File: src/rtl/uart_sender.sv
// 8N1 UART transmitter with a small transmit FIFO.
// Frames run back-to-back with no idle gap while bytes are queued.
module uart_sender #(
  parameter int unsigned CLKS_PER_BIT = 10,
  parameter int unsigned FIFO_DEPTH   = 4
) (
  input  logic       sysclk,
  input  logic       reset,
  input  logic [7:0] tx_data,
  input  logic       tx_wr,
  output logic       tx_full,
  output logic       tx_busy,
  output logic       UART_TX
);

  localparam int unsigned CW = $clog2(CLKS_PER_BIT);
  localparam int unsigned PW = $clog2(FIFO_DEPTH);
  localparam logic [CW-1:0] CNT_LAST = CW'(CLKS_PER_BIT - 1);
  localparam logic [PW:0]   OCC_FULL = (PW + 1)'(FIFO_DEPTH);

  typedef enum logic [1:0] {IDLE, START, DATA, STOP} state_t;

  logic [7:0]    mem [FIFO_DEPTH];
  logic [PW-1:0] rd_ptr, wr_ptr;
  logic [PW:0]   occ;
  logic          wr_en, pop;

  state_t        state, state_n;
  logic [CW-1:0] cnt, cnt_n;
  logic [2:0]    bit_idx, bit_n;
  logic [7:0]    sh, sh_n;
  logic          tx, tx_n;
  logic          bit_last;

  assign tx_full  = (occ == OCC_FULL);
  assign wr_en    = tx_wr & ~tx_full;
  assign tx_busy  = (state != IDLE) || (occ != '0);
  assign UART_TX  = tx;
  assign bit_last = (cnt == CNT_LAST);

  always_ff @(posedge sysclk) begin
    if (wr_en) mem[wr_ptr] <= tx_data;
  end

  // Pointers wrap naturally since FIFO_DEPTH is a power of two.
  always_ff @(posedge sysclk or negedge reset) begin
    if (!reset) begin
      rd_ptr <= '0;
      wr_ptr <= '0;
      occ    <= '0;
    end else begin
      if (wr_en) wr_ptr <= wr_ptr + 1'b1;
      if (pop)   rd_ptr <= rd_ptr + 1'b1;
      case ({wr_en, pop})
        2'b10:   occ <= occ + 1'b1;
        2'b01:   occ <= occ - 1'b1;
        default: occ <= occ;
      endcase
    end
  end

  always_ff @(posedge sysclk or negedge reset) begin
    if (!reset) begin
      state   <= IDLE;
      cnt     <= '0;
      bit_idx <= '0;
      sh      <= '0;
      tx      <= 1'b1;
    end else begin
      state   <= state_n;
      cnt     <= cnt_n;
      bit_idx <= bit_n;
      sh      <= sh_n;
      tx      <= tx_n;
    end
  end

  always_comb begin
    state_n = state;
    cnt_n   = cnt;
    bit_n   = bit_idx;
    sh_n    = sh;
    tx_n    = tx;
    pop     = 1'b0;
    case (state)
      IDLE: begin
        if (occ != '0) begin
          pop     = 1'b1;
          sh_n    = mem[rd_ptr];
          tx_n    = 1'b0;
          cnt_n   = '0;
          state_n = START;
        end
      end
      START: begin
        if (bit_last) begin
          cnt_n   = '0;
          bit_n   = '0;
          tx_n    = sh[0];
          sh_n    = {1'b0, sh[7:1]};
          state_n = DATA;
        end else begin
          cnt_n = cnt + 1'b1;
        end
      end
      DATA: begin
        if (bit_last) begin
          cnt_n = '0;
          if (bit_idx == 3'd7) begin
            tx_n    = 1'b1;
            state_n = STOP;
          end else begin
            bit_n = bit_idx + 3'd1;
            tx_n  = sh[0];
            sh_n  = {1'b0, sh[7:1]};
          end
        end else begin
          cnt_n = cnt + 1'b1;
        end
      end
      STOP: begin
        if (bit_last) begin
          cnt_n = '0;
          // Chain straight into the next start bit when a byte is waiting.
          if (occ != '0) begin
            pop     = 1'b1;
            sh_n    = mem[rd_ptr];
            tx_n    = 1'b0;
            state_n = START;
          end else begin
            state_n = IDLE;
          end
        end else begin
          cnt_n = cnt + 1'b1;
        end
      end
      default: state_n = IDLE;
    endcase
  end

endmodule
File: config.mk
export PLATFORM = sky130hd
export DESIGN_NAME = uart_sender
export DESIGN_NICKNAME = d
export VERILOG_FILES = /design/src/rtl/uart_sender.sv
export SDC_FILE = /design/constraint.sdc
export NUM_CORES = 1
export LEC_CHECK = 0
export BUFFER_PORTS_ARGS = -buffer_cell sky130_fd_sc_hd__buf_2
export CAP_MARGIN = 30
export CELL_PAD_IN_SITES_DETAIL_PLACEMENT = 0
export CELL_PAD_IN_SITES_GLOBAL_PLACEMENT = 1
export CORE_MARGIN = 1
export CORE_UTILIZATION = 44
export DETAILED_ROUTE_END_ITERATION = 10
export HOLD_SLACK_MARGIN = 0.15
export PLACE_DENSITY = 0.73
export SLEW_MARGIN = 40
export SYNTH_ARGS = -nofsm -noshare
export SYNTH_HDL_FRONTEND = slang
export SYNTH_SLANG_ARGS = --single-unit
File: constraint.sdc
create_clock -name sysclk -period 2.3 [get_ports sysclk]
set_input_delay 0.23 -clock sysclk [delete_from_list [all_inputs] [get_ports sysclk]]
set_output_delay 0.23 -clock sysclk [all_outputs]
set_load 0.02 [all_outputs]
* Word-level counts from Yosys, hierarchy flattened
Memories as Yosys holds them, arrays and structs flattened. Index checks and enable logic that the tools add are counted.
Word-level totals: memory bits (writable) 32, memories 1, bits of input ports 11, flip-flop bits (word level) 25
Operators by class: muxes and demuxes 32, add/sub/neg operators 6, eq/ne operators 14, reductions and logical operators 11, bitwise operators 2
Memory list:
- mem | words 4, width 8, read ports 1, clocked after Yosys merged registers in 0, wr ports 1, RTL line 23 | logic [7:0] mem [FIFO_DEPTH];
Operators by type and width (count):
- $mux 8 | 5
- $pmux 8 s4 | 1
- $ne 2x2->1 const B | 6
- $pmux 3 s2 | 2
- $mux 1 | 10
- $mux 2 | 5
- $mux 3 | 3
- $mux 4 | 2
- $pmux 2 s4 | 1
- $pmux 4 s2 | 1
- $reduce_and 4->1 | 2
- $add 3x1->3 const B | 2
- $eq 2x2->1 const B | 3
- $eq 3x3->1 const B | 2
- $reduce_bool 2->1 | 3
- $reduce_and 5->1 | 1
- $add 2x1->2 const B | 2
- $add 4x1->4 const B | 1
- $eq 2x1->1 const B | 2
- $eq 4x4->1 const B | 1
- $pmux 1 s4 | 1
- $reduce_and 3->1 | 1
- $reduce_bool 3->1 | 1
- $reduce_or 3->1 | 1
- other kinds (6) | 6

* Logic depth before layout (Yosys ltp)
Gate-level depths: netlist of the first run.
depth after elaboration 6, mapped depth 10, gate-level depth less buffers 10

* Worst setup path before layout of the first run
Ideal clock, no wire load.
path kind register -> register, start reg state[0], end reg occ[2], required time 2.221 ns, period minus slack after synthesis 2.438 ns, data arrival time 2.358 ns, library setup time 0.079 ns, path slack -0.138 ns, path buffers 1, stages on the path, launching flop included 11, cell sequence dfrtp_1 -> inv_1 -> ha_1 -> clkbuf_1 -> a211oi_1 -> ha_1 -> inv_1 -> fa_1 -> xor2_1 -> nor2_1 -> xor2_1
Between the ends: word-level cells in the longest chain between the ends 4, elaborated cells between the ends (all ways) 7, those cells by class eq/ne: 3; mux: 2; reduce/logical: 2
Ends and longest elaborated chain:
- start: declaration | RTL line 28 | state_t state, state_n;
- start signal: assignment | RTL line 70 | state <= state_n;
- $eq 2x2->1 / $logic_not 2->1 (equally long branches) | RTL line 85 | case (state)
- $pmux 1 s2 (*) | RTL line 85
- net pop | RTL line 26 | logic wr_en, pop;
- $eq 2x1->1 / $eq 2x2->1 (equally long branches) | RTL line 54 | case ({wr_en, pop})
- $pmux 3 s2 / $reduce_bool 2->1 (equally long branches)
- end signal: assignment | RTL line 55 | 2'b10: occ <= occ + 1'b1;
- end signal: assignment | RTL line 56 | 2'b01: occ <= occ - 1'b1;
- end: declaration | RTL line 25 | logic [PW:0] occ;
Mark *: on every way through the listed nets, which the timed path passes. The rest lies on a longest branch. A chain may end at the register's enable or synchronous reset.

* Final worst setup path of the first run
start reg state[1], end reg occ[2]
Same word-level chain as after synthesis.

==> flow_summary.yaml, run 1 <==
run_status:
  status: "complete, no violations"
detailed_routing:
  vias_per_cell: 5.16
  drc: 0
  drtAntennaViolNets: 0
  dr.pass1.iters: 6
  wl_per_cell_um: 14.7
  wl_mm: 4.85
  dr_total_vias: 1698
  drt_iter0_drc: 141
global_routing:
  grt.total_usage: 0.174
  grt_first_pass_wirelength_mm: 7.98
  antenna_found_initial: 0
  grt_pass1_vias: 1680
  grt_overflow: 0
  grt_max_degree: 26
floorplanning:
  initial_utilization: 0.470
  die_w_um: 79.6
  die-area_um2: 6330
  core_area_um2: 5640
  die_y_um: 79.6
  rows: 27
  io_pins: 14
timing:
  period_share: 0.933
  rsz0062_at_grt: "no"
  max_freq_mhz: 466
  setup_viol: 0
  final_hold_viol_count: 0
  clock_skew_ns: 0.00773
  fin_crit_ns: 2.15
  slew_headroom: 0.605
  slew_viol_final: 0
  fin_tns_setup_ns: 0
  tightest_slew_ns: 0.593
clocking:
  clkTransAtPathRegs_ns: 0.06
  clock_path_buffers: 2
  htreeDepth: 3
  cts_root_buf: "clkbuf_8"
  numClockSinks: 57
  tritoncts: "done"
  cts_inserted_buffers: 9
  clk_latency_ns: 0.34
placement:
  gp_congestion: 0.728
  portBuffers: 13
  hpwl_mm: 3.18
logic_synthesis:
  synth_edf_count: 32
  yosysSeqAreaShare: 0.599
  synth_ff_type: "edfxtp_1"
  yosysWarningCount: 0
  netlist-cell-type-count: 38
  avgSynthCellArea_um2: 12.6
  synthAdderAreaFrac: 0.0737
  synthSimpleGateAreaFrac: 0.103
  synth_top_family_by_area: "simple AND/OR/NAND/NOR gates"
  synth_mux_area_frac: 0.0685
  synth_seq_cells: 57
  async_reset_ff_frac: 0.439
  synth_compound_area_frac: 0.101
  syn_inst: 211
  synth_area_um2: 2650
  synthXorXnorAreaFrac: 0.0198
  synth_nets: 237
critical_path:
  cp-start-kind: "register"
  crit_required_ns: 2.56
  reg2regPathDepth: 9
  cp_max_fo: 4
  r2r_slack_ns: 0.15
  criticalPathCategory: "reg2reg"
  rr_startpoint: "state[1]"
  critPathCaptureType: "register"
  crit_arrival_ns: 2.41
  reg2reg_to: "occ[2]"
power_and_ir_drop:
  power_density_nw_per_um2: 1400
  p_total_mw: 4.55
  p_leak_nw: 1.32
  worst_ir_drop_vdd_v: 0.000853
worst_hold_path:
  min_path_cells: 4
  holdCritStartpoint: "tx_wr"
  hold_path_class: "in2reg"
  whs_endpoint: "wr_ptr[0]"
final_layout:
  drive_gt1_frac: 0.245
  multi_input_area_um2: 1020
  syn_to_final_growth_pct: 22.3
  n_antenna_cell: 0
  register_area_um2: 1590
  nNetsFinal: 278
  final_util: 0.574
  fill_cells: 476
job:
  drv_cap: 0
[logic make-up after synthesis]
family,count (synthesis)
compound gates,40
xor+xnor,6
fa+ha+maj,15
buf+inv,20
flops,57
mux,17
simple gates,56
[synthesized netlist by cell type (3+ instances only)]
library cell,count,area [µm²]
xnor2_1,3,26.3
a211oi_1,3,22.5
dfrtp_1,24,601
and2_1,4,25.0
mux2_2,9,101
o21ai_0,13,65.1
nand2_1,16,60.1
ha_1,14,175
a221oi_1,7,61.3
edfxtp_1,32,961
nor2_1,21,78.8
xor2_1,3,26.3
clkbuf_1,4,15.0
inv_1,13,48.8
a21oi_1,8,40.0
mux2i_1,8,80.1
[layout make-up]
type | count | share of cell area
tap | 72 | 0.0278
timing repair buffer | 37 | 0.0865
inverter | 13 | 0.0151
clock inverter | 7 | 0.0263
sequential | 57 | 0.490
clock buffer | 9 | 0.0382
multi-input combinational | 134 | 0.316
[registers in the layout, indices dropped and copies added, names as in the netlist]
signal,cells
state,2
sh,8
UART_TX,1
occ,3
wr_ptr,2
cnt,4
bit_idx,3
rd_ptr,2
mem,32
[critical path, cell delays in order, from the launching register on]
cell and delay (ns):
dfrtp_1 0.45, ha_4 0.18, nand4b_1 0.15, a211oi_4 0.27, ha_2 0.22, inv_1 0.05
fa_2 0.33, xor2_1 0.16, nor2_1 0.12, xor2_1 0.14
[placed cells by master, fill, tap and decap left out, types with 2 or more instances in the layout]
| master | Yosys | routed |
|---|---|---|
| mux2i_1 | 8 | 8 |
| nor2_1 | 21 | 21 |
| clkbuf_8 | 0 | 9 |
| clkinv_1 | 0 | 3 |
| a221oi_1 | 7 | 7 |
| inv_1 | 13 | 10 |
| a21oi_2 | 2 | 2 |
| nor2b_1 | 2 | 2 |
| xor2_1 | 3 | 3 |
| a211oi_1 | 3 | 2 |
| mux2_2 | 9 | 9 |
| bufinv_16 | 0 | 2 |
| dfrtp_1 | 24 | 24 |
| edfxtp_1 | 32 | 32 |
| o21ai_0 | 13 | 13 |
| ha_4 | 0 | 3 |
| inv_2 | 0 | 3 |
| dlygate4sd3_1 | 0 | 9 |
| buf_4 | 0 | 14 |
| nand2b_1 | 2 | 2 |
| xnor2_1 | 3 | 3 |
| a21oi_1 | 8 | 8 |
| and2_1 | 4 | 4 |
| nand2_1 | 16 | 16 |
| ha_1 | 14 | 10 |
| buf_2 | 1 | 13 |
| nor4b_1 | 2 | 2 |
| a22o_1 | 2 | 2 |
| nor3_1 | 2 | 2 |
[how the worst max path moves through the flow]
| stage | start | to | slack (ns) | cells past startpoint |
|---|---|---|---|---|
| after floorplan | state[0] | occ[2] | 0.01 | 10 |
| after global placement | cnt[1] | occ[2] | 0.11 | 10 |
| after detailed placement | cnt[1] | occ[2] | 0.03 | 10 |
| after CTS | cnt[1] | occ[2] | 0.01 | 10 |
| after global routing | state[1] | occ[2] | 0.005 | 9 |
| final | state[1] | occ[2] | 0.15 | 9 |
[report_power, final]
part | internal [mW] | total [mW] | leakage [nW] | switching (mW)
Sequential | 1.43 | 1.64 | 0.592 | 0.214
Clock | 0.598 | 0.980 | 0.106 | 0.383
Combinational | 0.895 | 1.93 | 0.619 | 1.03
[layer usage]
metal	wire length, µm	track usage
met1	2370	0.232
met2	2200	0.256
met3	152	0.0354
met4	132	0.115
met5	0	0
[repair_timing]
action | CTS | global route
hold endpoints to repair | 56 | 0
endpoints found under the setup margin | 0 | 1
buffers inserted | 0 | 4
hold buffers | 9 | 0
resized for setup | 0 | 8
[metrics by stage]
step           cells  worst slack (ns)  cell area [µm²]  hold slack, ns
2_1_floorplan    211            0.0138             2670         -0.0656
3_3_place_gp     300             0.111             2870           0.271
3_5_place_dp     300            0.0312             2870           0.272
4_1_cts          325            0.0109             3170           0.361
5_1_grt          329           0.00477             3240           0.447
6_report         329             0.155             3240           0.370
(Power assumes the default switching activity.)
==> inputs of run 2 (changes only) <==
Settings changed: PLACE_DENSITY 0.73 to 0.7.
Clock period 2.3 ns to 2 ns, I/O delays scaled along.
==> run 2 against run 1 <==
Compared with the run above:
- the flow now finishes with violations (setup timing)
- sequential power rose by 15%
- clock power rose by 15%
- sequential cell count did not move
- critical path depth did not move
==> flow_summary.yaml, run 2 (synthesis results as in run 1) <==
clocking:
  tritoncts: "done"
  numClockSinks: 57
  clk_latency_ns: 0.33
  clkTransAtPathRegs_ns: 0.06
  htreeDepth: 3
  cts_root_buf: "clkbuf_8"
  clock_path_buffers: 2
  cts_inserted_buffers: 9
global_routing:
  grt_first_pass_wirelength_mm: 8.46
  grt_pass1_vias: 1843
  grt.total_usage: 0.178
  grt_max_degree: 26
  grt_overflow: 0
  antenna_found_initial: 0
timing:
  tightest_slew_ns: 0.569
  slew_headroom: 0.621
  period_share: 1.03
  fin_crit_ns: 2.06
  final_hold_viol_count: 0
  slew_viol_final: 0
  rsz0062_at_grt: "yes"
  setup_viol: 6
  fin_tns_setup_ns: -0.0955
  max_freq_mhz: 485
  clock_skew_ns: 0.00723
  layout_setup_ws_ns: -0.0638
final_layout:
  drive_gt1_frac: 0.360
  reg_top3: "mem (32), sh (8), cnt (4)"
  nNetsFinal: 293
  final_util: 0.612
  mostFrequentLayoutCells: "32 x edfxtp_1, 27 x buf_4, 24 x dfrtp_1, 16 x nand2_1"
  largest_register: "mem"
  layout_commonest_cell: "edfxtp_1"
  n_antenna_cell: 0
  largest_reg_flops: 32
  syn_to_final_growth_pct: 30.4
detailed_routing:
  vias_per_cell: 5.23
  drtAntennaViolNets: 0
  wl_mm: 5.05
  dr.pass1.iters: 4
  drt_iter0_drc: 89
  wl_per_cell_um: 14.7
  dr_total_vias: 1800
  drc: 0
floorplanning:
  core_area_um2: 5640
  die_w_um: 79.6
  die_y_um: 79.6
  io_pins: 14
  rows: 27
  die-area_um2: 6330
  initial_utilization: 0.470
power_and_ir_drop:
  pwr-share-seq: 0.322
  p_leak_nw: 1.41
  worst_ir_drop_vdd_v: 0.000793
  p_sw_frac: 0.367
  p_sw_mw: 2.15
  power_density_nw_per_um2: 1700
  power_frac_clock: 0.192
  intPower_mw: 3.72
  comb_power_share: 0.486
critical_path:
  reg2reg_to: "occ[2]"
  crit_required_ns: 2.21
  cp_max_fo: 3
  critPathCaptureType: "register"
  crit_arrival_ns: 2.27
  cp-start-kind: "register"
  crit_end: "occ[2]"
  startpoint: "state[1]"
  criticalPathCategory: "reg2reg"
  rr_startpoint: "state[1]"
  r2r_slack_ns: -0.06
  reg2regPathDepth: 9
job:
  drv_cap: 0
run_status:
  status: "finished with violations"
  failed_checks: "setup timing"
worst_hold_path:
  hold_path_class: "in2reg"
placement:
  pre_cts_ws_ns: -0.154
  hpwl_mm: 3.37
  gp_congestion: 0.772
  portBuffers: 13
[run 2: critical path, cell delays in order (launching register included)]
cell	delay (ns)
dfrtp_1	0.39
ha_2	0.20
nand4b_1	0.15
a211oi_4	0.25
ha_2	0.23
inv_2	0.04
fa_2	0.32
xor2_1	0.14
nor2_1	0.07
xor2_1	0.15
[run 2: area by class of cell]
class	instances	area [µm²]
Fill cell	441	2190
Sequential cell	57	1590
Multi-Input combinational cell	134	1120
Timing Repair Buffer	52	400
Clock buffer	10	128
Tap cell	72	90.1
Clock inverter	6	82.6
Inverter	13	48.8
[run 2: how the worst min path moves through the flow]
stage	start	end	slack (ns)	cells after the start
after global routing	tx_wr	wr_ptr[0]	0.45	4
after CTS	tx_wr	wr_ptr[0]	0.37	4
after detailed placement	reset	cnt[1]	0.23	1
after global placement	reset	cnt[1]	0.23	1
final	tx_wr	wr_ptr[0]	0.37	4
after floorplan	reset	bit_idx[0]	-0.1	0
[run 2: stage by stage]
stage,instances,power (mW),hold WS [ns],cell area (µm²)
after floorplan,211,3.49,-0.0956,2690
after global placement,314,4.08,0.228,2980
after detailed placement,314,4.18,0.233,2980
after CTS,341,5.41,0.366,3310
after global routing,344,6.30,0.449,3450
final,344,5.87,0.375,3450
[run 2: power groups by stage]
stage	combinational, mW	sequential [mW]	clock [mW]
5_1_grt	3.15	1.93	1.21
3_3_place_gp	2.24	1.84	0
2_1_floorplan	1.65	1.83	0
6_report	2.85	1.89	1.13
4_1_cts	2.40	1.85	1.16
3_5_place_dp	2.32	1.87	0
[run 2: what timing repair did]
item	CTS	global route
buffers inserted	2	2
gates resized for setup	3	37
hold endpoints to repair	56	0
hold buffers	9	0
gates cloned	0	1
endpoints found under the setup margin	2	16
pin swaps	5	4
[run 2: routing by layer]
metal	GRT usage	routed length (µm)	share of wire
met5	0	0	0
met4	0.0782	63	0.012
met3	0.0457	167	0.033
met2	0.278	2500	0.49
met1	0.234	2330	0.46
